### config.mk
export PLATFORM = sky130hd
export DESIGN_NAME = insn_fetch_sequencer
export DESIGN_NICKNAME = d
export VERILOG_FILES = /design/src/rtl/insn_fetch_sequencer_pkg.sv /design/src/rtl/insn_fetch_sequencer_immediate_reader.sv /design/src/rtl/insn_fetch_sequencer.sv
export SDC_FILE = /design/constraint.sdc
export NUM_CORES = 1
export LEC_CHECK = 0
export ABC_AREA = 0
export CAP_MARGIN = 20
export CORE_MARGIN = 2
export CORE_UTILIZATION = 50
export DETAILED_ROUTE_END_ITERATION = 8
export PLACE_DENSITY = 0.78
export SYNTH_ARGS = -nofsm -noshare
export SYNTH_HDL_FRONTEND = slang
export SYNTH_HIERARCHICAL = 1
export SYNTH_SLANG_ARGS = --single-unit
### constraint.sdc
create_clock -name clk -period 3.4 [get_ports clk]
set_clock_uncertainty 0.2 [all_clocks]
set_input_delay 0.68 -clock clk [delete_from_list [all_inputs] [get_ports clk]]
set_output_delay 0.68 -clock clk [all_outputs]
set_load 0.05 [all_outputs]
### src/rtl/insn_fetch_sequencer_pkg.sv
// Shared types and constants for the instruction fetch sequencer and its
// immediate reader; prefix decode is only referenced when INSN_FETCH_PREFIX_EN is defined.
package insn_fetch_sequencer_pkg;

  typedef enum logic [2:0] {
    S_IDLE, S_OP_FETCH, S_OP_DATA, S_MODRM, S_IMMED, S_DONE
  } fetch_state_t;

  typedef enum logic [2:0] {
    R_IDLE, R_POP0, R_CAP0, R_POP1, R_CAP1, R_DONE
  } reader_state_t;

  localparam logic [1:0] SEG_ES = 2'd0;
  localparam logic [1:0] SEG_CS = 2'd1;
  localparam logic [1:0] SEG_SS = 2'd2;
  localparam logic [1:0] SEG_DS = 2'd3;

  localparam logic [7:0] PFX_ES    = 8'h26;
  localparam logic [7:0] PFX_CS    = 8'h2E;
  localparam logic [7:0] PFX_SS    = 8'h36;
  localparam logic [7:0] PFX_DS    = 8'h3E;
  localparam logic [7:0] PFX_LOCK  = 8'hF0;
  localparam logic [7:0] PFX_REPNE = 8'hF2;
  localparam logic [7:0] PFX_REP   = 8'hF3;

  typedef struct packed {
    logic       seg;
    logic [1:0] seg_id;
    logic       lock;
    logic [1:0] rep;
  } prefix_info_t;

  function automatic logic [15:0] sext8(input logic [7:0] b);
    return {{8{b[7]}}, b};
  endfunction

  function automatic prefix_info_t decode_prefix(input logic [7:0] b);
    prefix_info_t p;
    p = '0;
    case (b)
      PFX_ES:    begin p.seg = 1'b1; p.seg_id = SEG_ES; end
      PFX_CS:    begin p.seg = 1'b1; p.seg_id = SEG_CS; end
      PFX_SS:    begin p.seg = 1'b1; p.seg_id = SEG_SS; end
      PFX_DS:    begin p.seg = 1'b1; p.seg_id = SEG_DS; end
      PFX_LOCK:  p.lock = 1'b1;
      PFX_REPNE: p.rep = 2'b10;
      PFX_REP:   p.rep = 2'b11;
      default: ;
    endcase
    return p;
  endfunction

endpackage

### src/rtl/insn_fetch_sequencer_immediate_reader.sv
// Reads a little-endian 8- or 16-bit value from the FIFO; 8-bit values are
// sign-extended. Pops in the start cycle; complete pulses after the last capture.
module insn_fetch_sequencer_immediate_reader
  import insn_fetch_sequencer_pkg::*;
(
  input  logic        clk,
  input  logic        reset,
  input  logic        start,
  input  logic        is_8bit,
  input  logic        abort,
  input  logic        fifo_empty,
  input  logic [7:0]  fifo_rd_data,
  output logic        fifo_rd_en,
  output logic        busy,
  output logic        complete,
  output logic [15:0] immediate
);

  reader_state_t state, state_nxt;
  logic          is8_q;
  logic [15:0]   value_q;

  always_ff @(posedge clk or posedge reset) begin
    if (reset) begin
      state   <= R_IDLE;
      is8_q   <= 1'b0;
      value_q <= '0;
    end else begin
      state <= state_nxt;
      if (state == R_IDLE && start) is8_q <= is_8bit;
      if (state == R_CAP0) value_q <= is8_q ? sext8(fifo_rd_data) : {8'h00, fifo_rd_data};
      if (state == R_CAP1) value_q[15:8] <= fifo_rd_data;
    end
  end

  always_comb begin
    state_nxt  = state;
    fifo_rd_en = 1'b0;
    case (state)
      R_IDLE: if (start) begin
        fifo_rd_en = ~fifo_empty;
        state_nxt  = fifo_empty ? R_POP0 : R_CAP0;
      end
      R_POP0: begin
        fifo_rd_en = ~fifo_empty;
        if (!fifo_empty) state_nxt = R_CAP0;
      end
      // high byte is popped in the same cycle the low byte is captured
      R_CAP0: if (is8_q) state_nxt = R_DONE;
      else begin
        fifo_rd_en = ~fifo_empty;
        state_nxt  = fifo_empty ? R_POP1 : R_CAP1;
      end
      R_POP1: begin
        fifo_rd_en = ~fifo_empty;
        if (!fifo_empty) state_nxt = R_CAP1;
      end
      R_CAP1:  state_nxt = R_DONE;
      R_DONE:  state_nxt = R_IDLE;
      default: state_nxt = R_IDLE;
    endcase
    if (abort) state_nxt = R_IDLE;
  end

  assign busy      = (state != R_IDLE);
  assign complete  = (state == R_DONE);
  assign immediate = value_q;

endmodule

### src/rtl/insn_fetch_sequencer.sv
// Fetch sequencer: prefixes (INSN_FETCH_PREFIX_EN), opcode, ModRM handoff,
// displacement and data immediate, arbitrating the single FIFO read port.
//
// state      | meaning
// S_IDLE     | waiting for start
// S_OP_FETCH | popping the opcode (or next prefix) byte
// S_OP_DATA  | opcode byte on fifo_rd_data, dispatch on descriptor
// S_MODRM    | ModRM decoder owns the port, displacement via reader
// S_IMMED    | reader fetching the data immediate
// S_DONE     | insn_complete pulse
module insn_fetch_sequencer
  import insn_fetch_sequencer_pkg::*;
(
  input  logic        clk,
  input  logic        reset,
  input  logic        start,
  input  logic        flush,
  output logic        fifo_rd_en,
  input  logic [7:0]  fifo_rd_data,
  input  logic        fifo_empty,
  output logic [7:0]  opcode,
  input  logic        desc_has_modrm,
  input  logic        desc_has_imm,
  input  logic        desc_imm_is_8bit,
  output logic        modrm_start,
  output logic        modrm_clear,
  input  logic        modrm_complete,
  input  logic        modrm_fifo_rd_en,
  input  logic        modrm_immed_start,
  input  logic        modrm_immed_is_8bit,
  output logic        modrm_immed_complete,
  output logic [15:0] displacement,
  output logic [15:0] immediate,
  output logic        insn_complete,
  output logic        busy
`ifdef INSN_FETCH_PREFIX_EN
  ,
  output logic        seg_override_valid,
  output logic [1:0]  seg_override,
  output logic        lock,
  output logic [1:0]  rep
`endif
);

  fetch_state_t state, state_nxt;
  logic [7:0]   opcode_q;
  logic [15:0]  disp_q, imm_q;
  logic         disp_done, imm_started;
  logic         disp_start, imm_start, prefix_hit;
  logic         rdr_start, rdr_is_8bit, rdr_rd_en, rdr_busy, rdr_complete;
  logic [15:0]  rdr_value;

  assign disp_start  = (state == S_MODRM) & modrm_immed_start & ~disp_done & ~rdr_busy & ~flush;
  assign imm_start   = (state == S_IMMED) & ~imm_started & ~rdr_busy & ~flush;
  assign rdr_start   = disp_start | imm_start;
  assign rdr_is_8bit = (state == S_MODRM) ? modrm_immed_is_8bit : desc_imm_is_8bit;

  insn_fetch_sequencer_immediate_reader u_reader (
    .clk          (clk),
    .reset        (reset),
    .start        (rdr_start),
    .is_8bit      (rdr_is_8bit),
    .abort        (flush),
    .fifo_empty   (fifo_empty),
    .fifo_rd_data (fifo_rd_data),
    .fifo_rd_en   (rdr_rd_en),
    .busy         (rdr_busy),
    .complete     (rdr_complete),
    .immediate    (rdr_value)
  );

`ifdef INSN_FETCH_PREFIX_EN
  prefix_info_t pfx;
  assign pfx        = decode_prefix(fifo_rd_data);
  assign prefix_hit = pfx.seg | pfx.lock | (|pfx.rep);
`else
  assign prefix_hit = 1'b0;
`endif

  always_comb begin
    state_nxt     = state;
    fifo_rd_en    = 1'b0;
    modrm_start   = 1'b0;
    insn_complete = 1'b0;
    case (state)
      S_IDLE: if (start) begin
        fifo_rd_en = ~fifo_empty & ~flush;
        state_nxt  = fifo_empty ? S_OP_FETCH : S_OP_DATA;
      end
      S_OP_FETCH: begin
        fifo_rd_en = ~fifo_empty;
        if (!fifo_empty) state_nxt = S_OP_DATA;
      end
      S_OP_DATA: begin
        if (prefix_hit)          state_nxt = S_OP_FETCH;
        else if (desc_has_modrm) state_nxt = S_MODRM;
        else if (desc_has_imm)   state_nxt = S_IMMED;
        else                     state_nxt = S_DONE;
      end
      // the reader takes the port from the decoder while fetching the displacement
      S_MODRM: begin
        modrm_start = 1'b1;
        fifo_rd_en  = (rdr_busy | rdr_start) ? rdr_rd_en : (modrm_fifo_rd_en & ~fifo_empty);
        if (modrm_complete) state_nxt = desc_has_imm ? S_IMMED : S_DONE;
      end
      S_IMMED: begin
        fifo_rd_en = rdr_rd_en;
        if (imm_started && rdr_complete) state_nxt = S_DONE;
      end
      S_DONE: begin
        insn_complete = ~flush;
        state_nxt     = S_IDLE;
      end
      default: state_nxt = S_IDLE;
    endcase
    if (flush) state_nxt = S_IDLE;
  end

  always_ff @(posedge clk or posedge reset) begin
    if (reset) begin
      state       <= S_IDLE;
      opcode_q    <= '0;
      disp_q      <= '0;
      imm_q       <= '0;
      disp_done   <= 1'b0;
      imm_started <= 1'b0;
    end else begin
      state <= state_nxt;
      if (state == S_OP_DATA) begin
        opcode_q <= fifo_rd_data;
        disp_q   <= '0;
        imm_q    <= '0;
      end
      if (modrm_immed_complete) disp_q <= rdr_value;
      if (state == S_IMMED && imm_started && rdr_complete && !flush) imm_q <= rdr_value;
      if (flush || state == S_DONE || state == S_IDLE) disp_done <= 1'b0;
      else if (modrm_immed_complete)                   disp_done <= 1'b1;
      if (flush || state != S_IMMED) imm_started <= 1'b0;
      else if (imm_start)            imm_started <= 1'b1;
    end
  end

`ifdef INSN_FETCH_PREFIX_EN
  always_ff @(posedge clk or posedge reset) begin
    if (reset) begin
      seg_override_valid <= 1'b0;
      seg_override       <= SEG_ES;
      lock               <= 1'b0;
      rep                <= 2'b00;
    end else if (state == S_IDLE && start && !flush) begin
      seg_override_valid <= 1'b0;
      seg_override       <= SEG_ES;
      lock               <= 1'b0;
      rep                <= 2'b00;
    end else if (state == S_OP_DATA && !flush) begin
      if (pfx.seg) begin
        seg_override_valid <= 1'b1;
        seg_override       <= pfx.seg_id;
      end
      if (pfx.lock)  lock <= 1'b1;
      if (|pfx.rep)  rep  <= pfx.rep;
    end
  end
`endif

  assign opcode               = (state == S_OP_DATA) ? fifo_rd_data : opcode_q;
  assign displacement         = disp_q;
  assign immediate            = imm_q;
  assign modrm_clear          = flush;
  assign modrm_immed_complete = (state == S_MODRM) & rdr_complete & ~flush;
  assign busy                 = (state != S_IDLE) | start;

endmodule

; Word level (Yosys, flattened, before mapping)
; Cells that the tools add are included.
; W data, S select, Z words.
[classes]
n_eq_ne = 18
reduce_logical = 21
n_bitwise = 19
muxes = 35
[ops]
columns = op, n
row1 = $mux W16, 5
row2 = $mux W3, 11
row3 = $pmux W3 S5, 2
row4 = $ne A3 B3 Y1 const B, 8
row5 = $mux W8, 2
row6 = $eq A3 B2 Y1 const B, 4
row7 = $eq A3 B3 Y1 const B, 4
row8 = $mux W1, 12
row9 = $and A1 B1 Y1, 11
row10 = $reduce_bool A2 Y1, 5
row11 = $eq A3 B1 Y1 const B, 2
row12 = $logic_not A3 Y1, 2
row13 = $reduce_bool A3 Y1, 2
row14 = $logic_and A1 B1 Y1, 5
row15 = $not A1 Y1, 5
row16 = $pmux W1 S4, 1
row17 = $reduce_and A4 Y1, 1
row18 = $logic_or A1 B1 Y1, 3
row19 = $or A1 B1 Y1, 3
row20 = $pmux W1 S3, 1
row21 = $reduce_and A3 Y1, 1
row22 = $mux W2, 1
row23 = $reduce_or A2 Y1, 1
row24 = $logic_not A1 Y1, 1
[totals]
in_bits = 20
word_cells = 103
out_inout_bits = 46
regBits = 65

; Depth between registers and ports, before layout
[logic_depth]
ltp_word = 10
depth_mapped = 10
ltp_nobuf = 9

; Cells and area by module
; The synthesis kept the hierarchy.
[by_module_without_submodules]
columns = module, cells_each, n_inst, area_per_inst_um2
row1 = insn_fetch_sequencer, 213, 1, 2192.1
row2 = insn_fetch_sequencer_immediate_reader, 94, 1, 997.2

; Least setup slack after synthesis
; No wires, ideal clock.
[synth_path]
path_kind = in2out
start = input flush
end = output fifo_rd_en
cell_stages = 9
n_path_buf = 0
t_required_ns = 2.520
path_slack_ns = -0.019
arrival_ns = 2.539
path_cell_list = nor4b_4 -> a22oi_1 -> nor2_1 -> nor2_1 -> a21oi_1 -> o21a_1 -> nand2_1 -> o31a_1 -> o22ai_1
[synth_between]
elab_chain_len = 7
word_cells_on_any_way = 11
classes_between = 5 x mux / 6 x bitwise
[synth_lines]
columns = item, line
row1 = start: declaration, insn_fetch_sequencer.sv:17  ; input logic flush,
row2 = $not A1 Y1 *, "insn_fetch_sequencer.sv:53, insn_fetch_sequencer.sv:54"
row3 = $and A1 B1 Y1 (on tied branches), "insn_fetch_sequencer.sv:53, insn_fetch_sequencer.sv:54"
row4 = $or A1 B1 Y1 *, insn_fetch_sequencer.sv:55  ; assign rdr_start = disp_start | imm_start;
row5 = net rdr_start, insn_fetch_sequencer.sv:50  ; logic rdr_start, rdr_is_8bit, rdr_rd_en, rdr_busy, rdr_complete;
row6 = $mux W1 *, insn_fetch_sequencer_immediate_reader.sv:40  ; R_IDLE: if (start) begin
row7 = $pmux W1 S3 *, insn_fetch_sequencer_immediate_reader.sv:39  ; case (state)
row8 = net rdr_rd_en, insn_fetch_sequencer.sv:50
row9 = $mux W1, insn_fetch_sequencer.sv:103  ; fifo_rd_en = (rdr_busy | rdr_start) ? rdr_rd_en : (modrm_fifo_rd_en & ~fifo_empty);
row10 = $pmux W1 S4 *, insn_fetch_sequencer.sv:85  ; case (state)
row11 = end: declaration, insn_fetch_sequencer.sv:18  ; output logic fifo_rd_en,
; The timed path passes the listed nets; every way through them passes the cells marked *.

; Final worst setup path
[layout_path]
start = input modrm_immed_start
end = output fifo_rd_en
[layout_between]
elab_chain_len = 9
word_cells_on_any_way = 10
classes_between = 4 x mux / 6 x bitwise
[layout_lines]
columns = item, line
row1 = start: declaration, insn_fetch_sequencer.sv:29  ; input logic modrm_immed_start,
row2 = $and A1 B1 Y1 * (4 in a row), insn_fetch_sequencer.sv:53  ; assign disp_start = (state == S_MODRM) & modrm_immed_start & ~disp_done & ~rdr_busy & ~flush;
row3 = $or A1 B1 Y1 *, insn_fetch_sequencer.sv:55
row4 = net rdr_start, insn_fetch_sequencer.sv:50
row5 = $mux W1 *, insn_fetch_sequencer_immediate_reader.sv:40
row6 = $pmux W1 S3 *, insn_fetch_sequencer_immediate_reader.sv:39
row7 = net rdr_rd_en, insn_fetch_sequencer.sv:50
row8 = $mux W1, insn_fetch_sequencer.sv:103
row9 = $pmux W1 S4 *, insn_fetch_sequencer.sv:85
; Marks and branches as above.

==> qor.yml <==
gp_congestion: 0.856
hpwlAfterDp_um: 5220
finalPower_mw: 2.65
drt_first_iter_violations: 164
synth-seq-cells: 65
ys.warnings.count: 6
nets: 397
cts.sinks: 65
syn_area_mm2: 0.00319
avgSynthCellArea_um2: 10.4
fin_crit_sh_pct: 96.6
post_dp_cell_area_mm2: 0.00396
crit_buf_inv: 2
crit_path_end_kind: "output pin"
final_antenna_net_count: 0
grt_overflow: 0
crit_slowest_cell: "clkdlybuf4s50_1"
syn-num-nets: 327
antenna_found_initial: 0
status: "completed"
slew_headroom_pct: 46.7
die_w_um: 83.9
die_area_mm2: 0.00703
slowest_delay_ns: 0.45
grt_use_total_pct: 21.9
worstSetupPathType: "in2out"
diodes: 0
grt_max_degree: 46
drt_pass1_iterations: 4
rsz0062_at_grt: "no"
synthArstFlopShare_pct: 100
final_hold_viol_count: 0
seq_area_mm2: 0.00163
tightest_slew_ns: 0.799
clkTransAtPathRegs_ns: 0.06
worstPathCellList: "clkdlybuf4s50_1 > nor2b_1 > a22oi_1 > nor2_1 > nor2_1 > a21oi_1 > o21a_1 > nand2_1 > o31a_1 > o22ai_2 > buf_12"
cts_tree: "yes"
slew_violations: 0
cts_made_buffers: 9
postCtsHoldBufs: 0
syn_to_final_growth_pct: 31.1
synthFlopType: "dfrtp_1"
grt_pass1_wl_um: 12200
coreArea_mm2: 0.00624
power_density_mw_per_mm2: 635
vdd_drop_max_mv: 0.380
start_util_pct: 51.1
cp.required_ns: 2.52
fin_crit_ns: 3.28
syn_inst: 307
multi_input_area_mm2: 0.00138
io-pin-count: 66
htreeDepth: 3
final_area_mm2: 0.00418
crit_arrival_ns: 2.40
final-setup-viol-count: 0
drive_gt1_share_pct: 27.2
avgRoutedWirePerCell_um: 16.1
row_count: 29
reg2reg_slack_ns: 1.17
synth_cell_types: 48
clockBufferDepth: 2
drt-total-wl_um: 7390
synth-edff-count: 0
path_delay_family: "compound AO/OA/AOI/OAI gates"
port_buffers: 65
clkLatencyLatePin_ns: 0.34
cpMostUsedCell: "nor2_1"
vias: 2534
leakagePower_nw: 1.87
seq_area_frac_synth_pct: 51.0
drc: 0
first_global_vias: 2441
timing.fmax_ghz: 0.305
crit_fanout: 2
die_h_um: 83.9
vias_per_cell: 5.52
min-delay-path-class: "reg2reg"
cap_viol_max_count: 0
fill_cells: 502
start_kind: "primary input"
root_buffer: "clkbuf_8"
what timing repair did:
action | 4_1_cts | 5_1_grt
endpoints found under the setup margin | 1 | 0
gates resized for setup | 1 | 0
setup buffers | 0 | 0
where the power goes:
part / internal (mW) / switching (mW)
Clock: 0.450 / 0.291
Combinational: 0.373 / 0.455
Sequential: 0.929 / 0.156
Total: 1.75 / 0.903
area by class of cell:
type | instances | share of cell area (%)
sequential | 65 | 38.9
clock buffer | 11 | 3.62
multi-input combinational | 216 | 32.9
tap | 77 | 2.30
timing repair buffer | 78 | 19.8
clock inverter | 5 | 1.85
inverter | 7 | 0.628
final timing paths:
kind,startpoint,endpoint,cells past startpoint
max,modrm_immed_start,fifo_rd_en,11
min,opcode_q[3]$_DFF_PP0_,opcode_q[3]$_DFF_PP0_,1
max reg2reg,state[2]$_DFFE_PP0P_,immediate[14]$_DFFE_PP0P_,5
min reg2reg,opcode_q[3]$_DFF_PP0_,opcode_q[3]$_DFF_PP0_,1
max in group asynchronous,reset,u_reader/immediate[3]$_DFFE_PP0N_,2
min in group asynchronous,reset,displacement[14]$_DFFE_PP0P_,3
flip-flops by register name, summed over array words and instances (netlist names):
register            cells
u_reader/immediate     16
state                   3
opcode_q                8
immediate              16
u_reader/state          3
displacement           16
u_reader/is8_q          1
disp_done               1
imm_started             1
layout by cell type (no fill, tap or decap), drive strengths merged, types with 2 or more instances in the layout:
cell           instances
dfrtp                 65
nand2                 78
nor3b                  2
mux2                  18
nor2                  13
o31a                   2
clkinv                 3
a21oi                 14
nand2b                 3
clkbuf                11
nand3                 17
bufinv                 2
and4bb                 2
buf                   26
o21ai                 23
a21boi                 2
clkdlybuf4s50         51
inv                    6
nand3b                 3
and2b                  2
o211ai                 8
mux2i                  2
nor2b                 10
worst register-to-register path, stage by stage (launching register included):
cell,delay [ns]
dfrtp_1,0.58
and2b_1,0.28
nand2b_1,0.42
buf_4,0.43
nand2_1,0.14
o21ai_2,0.12
synthesized netlist by cell type (2+ instances only):
cell type	n	area, µm²
dfrtp_1	65	1630
nand2_1	61	229
nand2_2	17	106
nand3_1	17	85.1
o21ai_2	17	149
mux2_2	15	169
a21oi_1	14	70.1
nor2_1	13	48.8
nor2b_1	10	62.6
buf_2	8	40.0
o211ai_1	8	60.1
inv_1	6	22.5
o21ai_0	6	30.0
buf_6	4	45.0
buf_4	3	22.5
mux2_1	3	33.8
nand2b_1	3	18.8
nand3b_1	3	22.5
a21boi_0	2	15.0
buf_12	2	40.0
mux2i_1	2	20.0
o31a_1	2	17.5
through the flow:
stage	TNS (ns)	utilization [%]	std cells	setup slack [ns]	hold WS (ns)
after floorplan	0	-	307	0.266	0.268
after global placement	-0.00322	63.4	443	-0.00322	0.275
after detailed placement	-0.0572	63.4	443	-0.0572	0.281
after CTS	0	67.0	459	0.107	0.297
after global routing	0	67.0	459	0.0112	0.326
final	0	67.0	459	0.117	0.292
cell families after synthesis:
family                 share of synthesized area, %
AOI/OAI and AO/OA                              14.1
buffers and inverters                          6.04
DFF                                            51.0
muxes                                          6.98
and+or+nand+nor                                21.9
per-layer routing:
layer	GRT usage, %	wire length (µm)	up-vias
met5	0	0	-
met4	8.94	190	0
met3	5.34	353	17
met2	35.0	3600	81
met1	28.8	3240	1243
li1	-	-	1193
Note: power is estimated with default switching activity, not from simulation.
